===== src/rtl/dmem_arbiter.sv =====
`default_nettype none
// ============================================================================
// Module      : dmem_arbiter
// Description : Two-requester arbiter for a single-port data memory with
//               starvation-bounded priority swap and an m1 exclusive lock.
// Revision    : 1.0 - initial release
// ============================================================================
module dmem_arbiter #(
    parameter int ADDR_WIDTH = 12,
    parameter int DATA_WIDTH = 32,
    parameter int MAX_WAIT   = 4
) (
    input  logic                    sysclk,
    input  logic                    rst,

    input  logic                    m0_req,
    input  logic                    m0_we,
    input  logic [ADDR_WIDTH-1:0]   m0_addr,
    input  logic [DATA_WIDTH-1:0]   m0_wdata,
    input  logic [DATA_WIDTH/8-1:0] m0_wstrb,
    output logic                    m0_gnt,
    output logic                    m0_rvalid,
    output logic [DATA_WIDTH-1:0]   m0_rdata,

    input  logic                    m1_req,
    input  logic                    m1_we,
    input  logic [ADDR_WIDTH-1:0]   m1_addr,
    input  logic [DATA_WIDTH-1:0]   m1_wdata,
    input  logic [DATA_WIDTH/8-1:0] m1_wstrb,
    input  logic                    m1_lock,
    output logic                    m1_gnt,
    output logic                    m1_rvalid,
    output logic [DATA_WIDTH-1:0]   m1_rdata,

    output logic                    mem_en,
    output logic                    mem_we,
    output logic [ADDR_WIDTH-1:0]   mem_addr,
    output logic [DATA_WIDTH-1:0]   mem_wdata,
    output logic [DATA_WIDTH/8-1:0] mem_wstrb,
    input  logic [DATA_WIDTH-1:0]   mem_rdata
);

    localparam int         c_STRB_WIDTH = DATA_WIDTH / 8;
    localparam logic [3:0] c_MAX_WAIT   = 4'(MAX_WAIT);

    typedef enum logic [1:0] {
        PRIO0 = 2'd0,
        PRIO1 = 2'd1,
        LOCK1 = 2'd2
    } state_t;

    state_t     r_state;
    state_t     w_state_next;
    logic [3:0] r_wait_cnt;
    logic [3:0] w_wait_next;
    logic       r_rd_pending;
    logic       r_rd_owner;
    logic       w_gnt0;
    logic       w_gnt1;

    always_comb begin
        w_gnt0 = 1'b0;
        w_gnt1 = 1'b0;
        if (!rst) begin
            case (r_state)
                PRIO0: begin
                    w_gnt0 = m0_req;
                    w_gnt1 = m1_req & ~m0_req;
                end
                PRIO1: begin
                    w_gnt1 = m1_req;
                    w_gnt0 = m0_req & ~m1_req;
                end
                LOCK1: w_gnt1 = m1_req;
                default: ;
            endcase
        end
    end

    always_comb begin
        w_wait_next = 4'd0;
        if (m1_req && !w_gnt1) begin
            w_wait_next = (r_wait_cnt == 4'hF) ? r_wait_cnt : r_wait_cnt + 4'd1;
        end
    end

    always_comb begin
        w_state_next = r_state;
        case (r_state)
            PRIO0: begin
                if (w_gnt1 && m1_lock) begin
                    w_state_next = LOCK1;
                end else if (w_wait_next == c_MAX_WAIT) begin
                    w_state_next = PRIO1;
                end
            end
            PRIO1: begin
                if (w_gnt1 && m1_lock) begin
                    w_state_next = LOCK1;
                end else if (w_gnt1 || !m1_req) begin
                    w_state_next = PRIO0;
                end
            end
            LOCK1: begin
                if (!m1_lock) begin
                    w_state_next = PRIO0;
                end
            end
            default: w_state_next = PRIO0;
        endcase
    end

    // The owner bit only matters while a read is pending, so it simply tracks m1's grant.
    always_ff @(posedge sysclk) begin
        if (rst) begin
            r_state      <= PRIO0;
            r_wait_cnt   <= 4'd0;
            r_rd_pending <= 1'b0;
            r_rd_owner   <= 1'b0;
        end else begin
            r_state      <= w_state_next;
            r_wait_cnt   <= w_wait_next;
            r_rd_pending <= (w_gnt0 & ~m0_we) | (w_gnt1 & ~m1_we);
            r_rd_owner   <= w_gnt1;
        end
    end

    always_comb begin
        mem_en    = 1'b0;
        mem_we    = 1'b0;
        mem_addr  = '0;
        mem_wdata = '0;
        mem_wstrb = '0;
        if (w_gnt0) begin
            mem_en    = 1'b1;
            mem_we    = m0_we;
            mem_addr  = m0_addr;
            mem_wdata = m0_wdata;
            mem_wstrb = m0_we ? m0_wstrb : {c_STRB_WIDTH{1'b0}};
        end else if (w_gnt1) begin
            mem_en    = 1'b1;
            mem_we    = m1_we;
            mem_addr  = m1_addr;
            mem_wdata = m1_wdata;
            mem_wstrb = m1_we ? m1_wstrb : {c_STRB_WIDTH{1'b0}};
        end
    end

    // Gating with rst drops a read that was granted just before reset.
    assign m0_gnt    = w_gnt0;
    assign m1_gnt    = w_gnt1;
    assign m0_rvalid = r_rd_pending & ~r_rd_owner & ~rst;
    assign m1_rvalid = r_rd_pending &  r_rd_owner & ~rst;
    assign m0_rdata  = m0_rvalid ? mem_rdata : '0;
    assign m1_rdata  = m1_rvalid ? mem_rdata : '0;

endmodule
`default_nettype wire

===== config.mk =====
export PLATFORM = sky130hd
export DESIGN_NAME = dmem_arbiter
export DESIGN_NICKNAME = d
export VERILOG_FILES = /design/src/rtl/dmem_arbiter.sv
export SDC_FILE = /design/constraint.sdc
export NUM_CORES = 1
export LEC_CHECK = 0
export CORE_AREA = 2 2 98 100
export DETAILED_ROUTE_END_ITERATION = 16
export DIE_AREA = 0 0 100 102
export PLACE_DENSITY = 0.63
export SLEW_MARGIN = 0
export SYNTH_ARGS = -nofsm -noshare
export SYNTH_HDL_FRONTEND = slang
export SYNTH_SLANG_ARGS = --single-unit
export TNS_END_PERCENT = 5

===== constraint.sdc =====
create_clock -name sysclk -period 2.3 [get_ports sysclk]
set_input_delay 0.23 -clock sysclk [delete_from_list [all_inputs] [get_ports sysclk]]
set_output_delay 0.23 -clock sysclk [all_outputs]
set_load 0.02 [all_outputs]

==> impl_metrics.csv, run 1 <==
group,metric,value,unit
synthesis,yosys_warnings,0,
pwr,p_int,621,uW
global_routing,grt_max_degree,45,
route,wl_per_cell,15.9,um
route,drt_iter0_markers,18,
sta,maxSlewHeadroom,74.6,%
synthesis,synth.yosys.seq_area_share,10.9,%
sta,hold_viol_final,0,
pwr,ir_drop,0.000104,V
floorplanning,io_pins,253,
worst_hold_path,hold_path.class,"flip-flop to flip-flop",
global_routing,antenna_found_initial,0,
layout,num_antenna_cells,0,
floorplanning,start_util,16.2,%
run,maxCapViolations,0,
critical_path,cp-end-kind,"output port",
pwr,power.leakage,0.00271,uW
critical_path,required,2.07,ns
sta,maxSlewViolCount,0,
synthesis,synth_top_area_share,27.6,%
critical_path,reg2reg_to,"r_state[0]",
clocking,cts_buffers,3,
sta,min_period,2.20,ns
layout,fin_area,0.00416,sq mm
pwr,combPwrFrac,66.8,%
critical_path,ff2ff_path_depth,8,
placed_design,placed_cells,557,
synthesis,synthTopCellsByArea,"and2_1 28%, a22o_1 26%, dfxtp_1 11%, ha_1 4.2%, a32o_1 2.7%",
synthesis,ys_ff_latch,8,
route,routed-via-count,2466,
clocking,cts_tree,"done",
outcome,status,"complete, no violations",
placed_design,hpwl,7640,um
synthesis,synth_top_area_cell,"and2_1",
layout,seq_area,161,sq um
sta,finalSetupViolCount,0,
placed_design,io_buffers,252,
route,drc,0,
global_routing,grt_usage,15.4,%
critical_path,r2r-start,"r_state[0]",
pwr,swShare,34.8,%
route,firstDrtPassIters,4,
layout,area_growth,182,%
synthesis,synth_edf_count,0,
synthesis,syn_inst,193,
global_routing,grt_use_met3,4.79,%
clocking,clockBufferDepth,2,
layout,fillers,929,
floorplanning,rows,35,
synthesis,synth_flop_cell,"dfxtp_1",
global_routing,grt_pass1_wl,12300,um
synthesis,synth_nets,333,
layout,final_cell_mix,"136 x clkdlybuf4s50_1, 64 x and2_1, 48 x dlymetal6s2s_1, 45 x buf_2, 44 x a22o_1",
floorplanning,die_w,100,um
global_routing,overflow,0,
layout,nNetsFinal,591,
critical_path,rrSetupSlack,0.34,ns
placed_design,gp_congestion,0.757,
synthesis,syn_avg_cell_area,7.64,sq um
sta,final.setup_skew,0.00590,ns
critical_path,arrival,1.97,ns
floorplanning,die_h,102,um
clocking,root_buffer,"clkbuf_8",
pwr,p_clk_share,17.6,%
worst_hold_path,min_path_cells,2,
sta,rsz0062_at_grt,"no",
floorplanning,coreArea,0.00911,sq mm
critical_path,start_kind,"flip-flop",
critical_path,crit_fanout,10,
global_routing,met1_usage,15.9,%
floorplanning,dieArea,0.0102,sq mm
layout,final_common_cell,"clkdlybuf4s50_1",
pwr,seqPwrFrac,15.5,%
synthesis,synth_area,0.00148,sq mm
critical_path,path_class,"flip-flop to output port",
global_routing,grt_pass1_vias,2362,
layout,multi_input_area,0.00123,sq mm
layout,drive_above_1_share,17.8,%
route,final_antenna_net_count,0,
sta,worst-slew-pin-transition,0.381,ns
worst_hold_path,hold_end,"r_wait_cnt[2]",
clocking,cts_max_level,1,
clocking,clock_latency,0.23,ns
synthesis,async_flop_share,0,%
sta,clock.fmax,0.456,GHz
pwr,powerDensity,229,mW/mm^2
route,vias_per_cell,4.40,
layout,instances_no_fill,560,
global_routing,top_usage_layer,"met2",
placed_design,place_area,0.00424,sq mm
clocking,clock-sinks,8,
clocking,holdBufCountCts,0,
synthesis,ys_types,40,
pwr,p_sw,331,uW
global_routing,groute.layer.met2.usage,31.2,%
sta,period_share,95.5,%
clocking,clk_pin_slew,0.04,ns
route,routed_wl,8880,um
worst_hold_path,hold_start,"r_wait_cnt[3]",
-- worst max-delay path: stages (launching register included) --
cell and delay, ns:
dfxtp_1 0.32, inv_1 0.08, ha_2 0.19, nor2b_1 0.13, o211a_2 0.27, buf_4 0.17
buf_4 0.17, a22o_1 0.24, buf_2 0.16
-- cell usage after synthesis, types with 2 or more instances --
| library cell | n |
|---|---|
| nor2b_1 | 4 |
| ha_1 | 5 |
| nand2_1 | 5 |
| a32o_1 | 4 |
| inv_1 | 6 |
| clkbuf_1 | 10 |
| and2_1 | 65 |
| and3_1 | 2 |
| nor2_1 | 6 |
| dfxtp_1 | 8 |
| a22o_1 | 44 |
| buf_2 | 6 |
-- routing by layer --
metal / part of all wire [%] / wire length (um) / vias up
met5: 0 / 0 / -
met4: 0.30 / 27 / 0
met3: 11 / 1010 / 2
met2: 54 / 4790 / 154
met1: 34 / 3050 / 1093
li1: - / - / 1217
-- logic make-up (layout without fill, tap and decap cells) --
| logic type | Yosys count | after routing | share of synthesized area, % |
|---|---|---|---|
| AND/OR/NAND/NOR | 92 | 92 | 38.7 |
| AO/OA/AOI/OAI | 63 | 63 | 38.6 |
| buffers and inverters | 23 | 279 | 6.36 |
| flip-flops | 8 | 8 | 10.9 |
| adder cells (fa/ha/maj) | 5 | 5 | 4.24 |
| XOR/XNOR | 1 | 1 | 0.594 |
| multiplexers | 1 | 1 | 0.679 |
-- worst max path at each step --
stage / startpoint / to / slack, ns
finish: r_state[1] / mem_wdata[2] / 0.10
global route: r_state[1] / mem_wdata[2] / 0.005
CTS: r_state[1] / mem_wdata[23] / -0.03
detailed placement: m1_req / mem_wdata[23] / -0.17
global placement: m1_req / mem_wstrb[0] / -0.13
floorplan: r_state[1] / mem_wstrb[0] / 0.39
-- repair_timing --
| action | 4_1_cts | 5_1_grt |
|---|---|---|
| setup buffers | 0 | 0 |
| endpoints found under the setup margin | 65 | 97 |
| hold endpoints to repair | 0 | 0 |
| resized for setup | 187 | 66 |
| gates cloned | 0 | 0 |
-- stage by stage --
step	worst slack, ns	total power, uW	hold WS, ns	utilization, %	TNS, ns
floorplan	0.393	397	0.295	-	0
global placement	-0.129	851	0.520	46.6	-4.21
detailed placement	-0.170	857	0.537	46.6	-5.88
CTS	-0.0321	981	0.544	45.3	-0.0321
global route	0.00453	1010	0.572	45.7	0
finish	0.105	952	0.540	45.7	0
-- power groups by stage --
stage / Sequential, uW / Clock (uW) / Combinational [uW]
3_5_place_dp: 150 / 0 / 707
6_report: 148 / 168 / 636
4_1_cts: 148 / 174 / 659
3_3_place_gp: 150 / 0 / 700
2_1_floorplan: 150 / 0 / 247
5_1_grt: 149 / 183 / 677
-- sequential cells by signal, indices dropped and copies added (netlist names) --
name          flops
r_wait_cnt        4
r_state           2
r_rd_owner        1
r_rd_pending      1
-- area by class of cell --
cell class | count | area share, %
timing repair buffer | 269 | 61.6
clock buffer | 3 | 0.992
tap | 111 | 3.34
sequential | 8 | 3.88
inverter | 7 | 0.631
multi-input combinational | 162 | 29.6
Note: power is estimated with default switching activity, not from simulation.
==> run 2: changes to the inputs <==
--- a/config.mk
+++ b/config.mk
@@ -5,10 +5,10 @@
 export SDC_FILE = /design/constraint.sdc
 export NUM_CORES = 1
 export LEC_CHECK = 0
-export CORE_AREA = 2 2 98 100
+export CORE_AREA = 8 8 104 82
 export DETAILED_ROUTE_END_ITERATION = 16
-export DIE_AREA = 0 0 100 102
-export PLACE_DENSITY = 0.63
+export DIE_AREA = 0 0 112 90
+export PLACE_DENSITY = 0.81
 export SLEW_MARGIN = 0
 export SYNTH_ARGS = -nofsm -noshare
 export SYNTH_HDL_FRONTEND = slang
==> run 2 against run 1 <==
Die area down 1.2%; wire length up 12%; global-route usage up 2.5 points; power up 1.2%; core utilization up 13 points; clock power about the same; clock-buffer cell count unchanged; largest cell class unchanged; combinational power up 2%; register-to-register slack worse by 0.19 ns; critical endpoint is now mem_wstrb[1]; critical path type unchanged.
==> impl_metrics.csv, run 2 (synthesized netlist as in run 1, its figures left out) <==
group,metric,value,unit
placed_design,gp_congestion,0.906,
clocking,cts_buffers,3,
global_routing,antenna_found_initial,0,
sta,final.setup_skew,0.00291,ns
sta,maxSlewViolCount,0,
route,drc,0,
floorplanning,start_util,21.0,%
run,maxCapViolations,0,
route,vias_per_cell,4.71,
floorplanning,coreArea,0.00703,sq mm
critical_path,critPathMaxStageDelay,0.32,ns
clocking,cts_tree,"done",
layout,seq_area,161,sq um
global_routing,grt_usage,18.0,%
layout,final_common_cell,"clkdlybuf4s50_1",
floorplanning,io_pins,253,
route,drt_iter0_markers,115,
sta,worst-slew-pin-transition,0.355,ns
layout,area_growth,180,%
sta,rsz0062_at_grt,"yes",
global_routing,overflow,0,
layout,drive_above_1_share,18.3,%
clocking,clk_pin_slew,0.04,ns
layout,largest_registers,"r_wait_cnt: 4 flops, r_state: 2 flops",
clocking,clockBufferDepth,2,
floorplanning,dieArea,0.0101,sq mm
clocking,cts_setup_buffers,0,
placed_design,dp_worst_setup_slack,-0.267,ns
layout,num_antenna_cells,0,
pwr,power.leakage,0.00250,uW
layout,fillers,642,
critical_path,path_delay_family,"simple AND/OR/NAND/NOR gates",
placed_design,place_area,0.00422,sq mm
outcome,status,"complete, no violations",
layout,final_cell_mix,"136 x clkdlybuf4s50_1, 64 x and2_1, 44 x a22o_1, 35 x clkbuf_2, 34 x dlygate4sd2_1",
layout,fin_area,0.00413,sq mm
clocking,root_buffer,"clkbuf_8",
sta,finalSetupViolCount,0,
sta,clock.fmax,0.446,GHz
sta,min_period,2.24,ns
clocking,clock-sinks,8,
layout,nNetsFinal,595,
sta,period_share,97.5,%
global_routing,grt_max_degree,45,
floorplanning,die_h,90,um
placed_design,io_buffers,252,
worst_hold_path,hold_path.class,"flip-flop to flip-flop",
floorplanning,die_w,112,um
sta,finalWorstSetupSlack,0.0564,ns
route,routed-via-count,2542,
placed_design,placed_cells,536,
route,wl_per_cell,18.4,um
critical_path,slowest_stage,"dfxtp_1",
placed_design,hpwl,8610,um
layout,multi_input_area,0.00123,sq mm
global_routing,grt_pass1_vias,2665,
route,firstDrtPassIters,4,
critical_path,arrival,2.01,ns
route,routed_wl,9940,um
pwr,power.total,964,uW
critical_path,required,2.07,ns
layout,largest-register,"r_wait_cnt",
global_routing,grt_pass1_wl,14800,um
critical_path,path_class,"flip-flop to output port",
critical_path,start_kind,"flip-flop",
pwr,powerDensity,233,mW/mm^2
critical_path,cp-end-kind,"output port",
critical_path,crit_fanout,5,
clocking,cts_max_level,1,
pwr,ir_drop,0.000227,V
clocking,clock_latency,0.23,ns
sta,maxSlewHeadroom,76.0,%
critical_path,path_buf_inv,2,
route,final_antenna_net_count,0,
floorplanning,rows,27,
layout,largest_reg_flops,4,
sta,hold_viol_final,0,
layout,instances_no_fill,540,
critical_path,timing.critical_path.cells,"inv_1, ha_1, nor2b_1, o211a_1, nor2_4, and2_4, a32o_1, clkdlybuf4s15_2",
run 2: cell count changes in the layout (fill, tap and decap cells not counted), sizes merged:
cell / before / now
clkbuf: 3 / 39
clkdlybuf4s15: 2 / 3
dlygate4sd2: 18 / 34
buf: 65 / 31
dlymetal6s2s: 48 / 33
run 2: power by group:
group	switching [uW]	total [uW]	internal, uW
clock network	56.1	170	113
registers	3.81	148	144
logic	277	646	369
total	337	964	627
run 2: per-stage QoR:
stage,hold WS (ns),utilization [%],setup TNS [ns]
floorplan,0.295,-,0
finish,0.571,58.7,0
global route,0.575,58.7,-0.239
global placement,0.523,60.0,-7.27
detailed placement,0.551,60.0,-9.53
CTS,0.557,60.1,-0.322
run 2: tightest hold or removal path: stages, from the launching register on:
cell and delay, ns:
dfxtp_1 0.33, nor2_1 0.13, nor3_1 0.06
run 2: final timing paths:
path | from | to | slack, ns | cells after the start
worst max-delay path | r_state[1] | mem_wstrb[1] | 0.06 | 8
worst min-delay path | r_wait_cnt[3] | r_wait_cnt[2] | 0.57 | 2
worst max register to register | r_state[0] | r_state[1] | 0.15 | 11
worst min register to register | r_wait_cnt[3] | r_wait_cnt[2] | 0.57 | 2
run 2: cell type report:
class / instances / area share [%]
Clock buffer: 3 / 1.00
Inverter: 7 / 0.637
Multi-Input combinational cell: 162 / 29.8
Sequential cell: 8 / 3.91
Tap cell: 87 / 2.64
Timing Repair Buffer: 273 / 62.0
run 2: timing repair:
| item | CTS | global route |
|---|---|---|
| gates cloned | 0 | 1 |
| endpoints found under the setup margin | 86 | 81 |
| pin swaps | 0 | 1 |
| resized for setup | 140 | 99 |
| hold buffers | 0 | 0 |
| hold endpoints to repair | 0 | 0 |
run 2: layer usage:
layer	wire length [um]	GRT usage [%]	up-vias	share of wire [%]
li1	-	-	1230	-
met1	3780	17.9	1138	38
met2	5050	34.3	162	51
met3	993	8.08	12	10
met4	116	2.46	0	1.2
met5	0	0	-	0
==> run 3: changes to the inputs <==
--- a/config.mk
+++ b/config.mk
@@ -5,10 +5,12 @@
 export SDC_FILE = /design/constraint.sdc
 export NUM_CORES = 1
 export LEC_CHECK = 0
-export CORE_AREA = 8 8 104 82
+export ABC_AREA = 1
+export CAP_MARGIN = 20
+export CORE_AREA = 2 2 98 100
 export DETAILED_ROUTE_END_ITERATION = 16
-export DIE_AREA = 0 0 112 90
-export PLACE_DENSITY = 0.81
+export DIE_AREA = 0 0 100 102
+export PLACE_DENSITY = 0.66
 export SLEW_MARGIN = 0
 export SYNTH_ARGS = -nofsm -noshare
 export SYNTH_HDL_FRONTEND = slang
==> run 3 against run 2 <==
Sequential power increased by 20%; wire length decreased by 7.8%; die area increased by 1.2%; critical endpoint is now m0_rdata[16]; clock power down 4%; fmax fell by 0.18%; critical path type is now primary input to output port; power is 79% higher; non-clock buffer count is the same; global-route usage decreased by 2.3 points; sequential share of layout area shrank 0.17 points; synthesized cell count grew 79%; largest power group unchanged; core utilization shrank 12 points.
==> impl_metrics.csv, run 3 <==
group,metric,value,unit
synthesis,ys_ff_latch,8,
sta,hold_viol_final,0,
clocking,root_buffer,"clkbuf_8",
sta,worst-slew-pin-transition,0.257,ns
layout,drive_above_1_share,14.2,%
placed_design,hpwl,7960,um
synthesis,syn_avg_cell_area,4.91,sq um
floorplanning,coreArea,0.00911,sq mm
critical_path,timing.critical_path.cells,"clkdlybuf4s50_1, buf_4, nor3_2, inv_2, buf_12, nor2_1, clkdlybuf4s50_1",
critical_path,r2r-start,"r_state[0]",
synthesis,synth_flop_cell,"dfxtp_1",
sta,finalSetupViolCount,0,
pwr,power.total,1730,uW
critical_path,crit_top_cell,"clkdlybuf4s50_1",
pwr,power.leakage,0.00281,uW
synthesis,synthTopCellsByArea,"nand2_1 23%, nand3_1 15%, nor2_1 15%, inv_1 12%, dfxtp_1 9.5%",
global_routing,overflow,0,
floorplanning,start_util,18.6,%
floorplanning,die_h,102,um
critical_path,path_class,"primary input to output port",
route,drc,0,
synthesis,synth_top_family_by_area,"simple AND/OR/NAND/NOR gates",
sta,clock.fmax,0.445,GHz
layout,largest-register,"r_wait_cnt",
worst_hold_path,min_path_cells,2,
synthesis,muxShareOfSynthArea,0,%
outcome,status,"complete, no violations",
sta,period_share,97.7,%
synthesis,synth.yosys.seq_area_share,9.46,%
critical_path,start_kind,"primary input",
global_routing,grt_pass1_wl,13000,um
sta,maxSlewHeadroom,82.8,%
synthesis,async_flop_share,0,%
worst_hold_path,hold_start,"r_state[1]",
layout,final_common_cell,"clkdlybuf4s50_1",
synthesis,synth_xor_xnor_area_share,0.517,%
sta,final.setup_skew,0.00344,ns
synthesis,ys_types,24,
worst_hold_path,hold_path.class,"flip-flop to flip-flop",
clocking,cts_tree,"done",
clocking,clockBufferDepth,2,
layout,nNetsFinal,741,
critical_path,critPathMaxStageDelay,0.60,ns
synthesis,synth_adder_area_share,3.70,%
layout,fin_util,47.0,%
clocking,cts_max_level,1,
critical_path,reg2reg_to,"r_state[1]",
placed_design,dp_worst_setup_slack,-0.0996,ns
route,final_antenna_net_count,0,
critical_path,ff2ff_path_depth,11,
run,maxCapViolations,0,
synthesis,syn_inst,345,
synthesis,yosys.area_share.simple,59.6,%
synthesis,synth_edf_count,0,
sta,finalWorstSetupSlack,0.0522,ns
route,vias_per_cell,4.25,
route,drt_iter0_markers,55,
synthesis,synth_top_area_cell,"nand2_1",
critical_path,rrSetupSlack,0.57,ns
critical_path,slowest_stage,"clkdlybuf4s50_1",
critical_path,crit_fanout,32,
pwr,powerDensity,404,mW/mm^2
layout,largest_reg_flops,4,
critical_path,arrival,2.02,ns
floorplanning,die_w,100,um
global_routing,grt_pass1_vias,2736,
clocking,holdBufCountCts,0,
placed_design,place_area,0.00443,sq mm
synthesis,synth_compound_area_share,4.88,%
critical_path,required,2.07,ns
clocking,clk_pin_slew,0.04,ns
route,firstDrtPassIters,4,
layout,instances_no_fill,710,
route,routed-via-count,3020,
floorplanning,rows,35,
layout,largest_registers,"r_wait_cnt: 4 flops, r_state: 2 flops",
global_routing,grt_usage,15.6,%
synthesis,synth_area,0.00169,sq mm
sta,min_period,2.25,ns
floorplanning,dieArea,0.0102,sq mm
layout,final_cell_mix,"137 x clkdlybuf4s50_1, 103 x nand2_1, 68 x nor2_1, 53 x inv_1, 51 x nand3_1",
synthesis,synth_common_cells,"103 x nand2_1, 68 x nor2_1, 53 x inv_1",
placed_design,placed_cells,707,
synthesis,synth.most_common_cell,"nand2_1",
clocking,clock-sinks,8,
layout,area_growth,153,%
worst_hold_path,hold_end,"r_state[1]",
synthesis,synth_top_area_share,22.8,%
pwr,ir_drop,0.000200,V
critical_path,crit_start,"rst",
placed_design,io_buffers,252,
placed_design,gp_congestion,0.872,
layout,fin_area,0.00428,sq mm
sta,rsz0062_at_grt,"yes",
synthesis,synth_nets,485,
sta,maxSlewViolCount,0,
layout,num_antenna_cells,0,
clocking,clock_latency,0.22,ns
global_routing,antenna_found_initial,0,
floorplanning,io_pins,253,
route,routed_wl,9170,um
critical_path,cp-end-kind,"output port",
route,wl_per_cell,12.9,um
synthesis,yosys_warnings,0,
clocking,cts_buffers,3,
global_routing,grt_max_degree,45,
==> run 3: changes by cell type after synthesis, sizes merged, moves of 44 or more <==
cell	change
nor2	+62
and2	-65
nand3	+54
a22o	-44
inv	+52
nand2	+101
==> run 3: power by group <==
group / leakage [uW] / internal [uW] / switching, uW
Combinational: 0.00272 / 608 / 780
Sequential: 0.0000654 / 160 / 16.8
Clock: 0.0000216 / 113 / 50.7
==> run 3: kinds of logic after synthesis <==
family / Yosys count
compound gates: 14
fa+ha+maj: 5
xor+xnor: 1
buf+inv: 81
simple gates: 236
flops: 8
==> run 3: stage by stage <==
stage | TNS, ns | hold slack (ns)
after floorplan | 0 | 0.336
after global routing | -0.0671 | 0.592
final | 0 | 0.555
after detailed placement | -3.60 | 0.548
after global placement | -0.925 | 0.520
after CTS | 0 | 0.557
==> run 3: final cells by class <==
type	count	area, sq um
fillers	957	4830
multi-input cells	256	1170
well taps	111	139
clock buffers	3	41.3
repair buffers	273	2550
inverters	59	221
flip-flops and latches	8	160
==> run 3: worst max-delay path: cells and delay by family <==
family	cells	cell delay (ns)
buffers and inverters	5	1.48
and+or+nand+nor	2	0.30
==> run 3: how the worst max path moves through the flow <==
| stage | end | cells past startpoint |
|---|---|---|
| after global routing | mem_addr[10] | 9 |
| after global placement | mem_wdata[1] | 9 |
| after CTS | m0_rdata[4] | 7 |
| after floorplan | mem_wstrb[0] | 9 |
| after detailed placement | mem_wdata[1] | 9 |
| final | m0_rdata[16] | 7 |
==> run 3: per-layer routing <==
| layer | wire [um] | track usage [%] | vias to the layer above | part of all wire, % |
|---|---|---|---|---|
| met1 | 3390 | 16.8 | 1300 | 37 |
| li1 | - | - | 1549 | - |
| met2 | 4810 | 31.3 | 165 | 52 |
| met3 | 882 | 3.35 | 6 | 9.6 |
| met5 | 0 | 0 | - | 0 |
| met4 | 93 | 3.16 | 0 | 1.0 |
==> run 3: what timing repair did <==
| action | in CTS | in global routing |
|---|---|---|
| resized for setup | 88 | 119 |
| setup buffers | 0 | 0 |
| setup endpoints to repair | 86 | 77 |
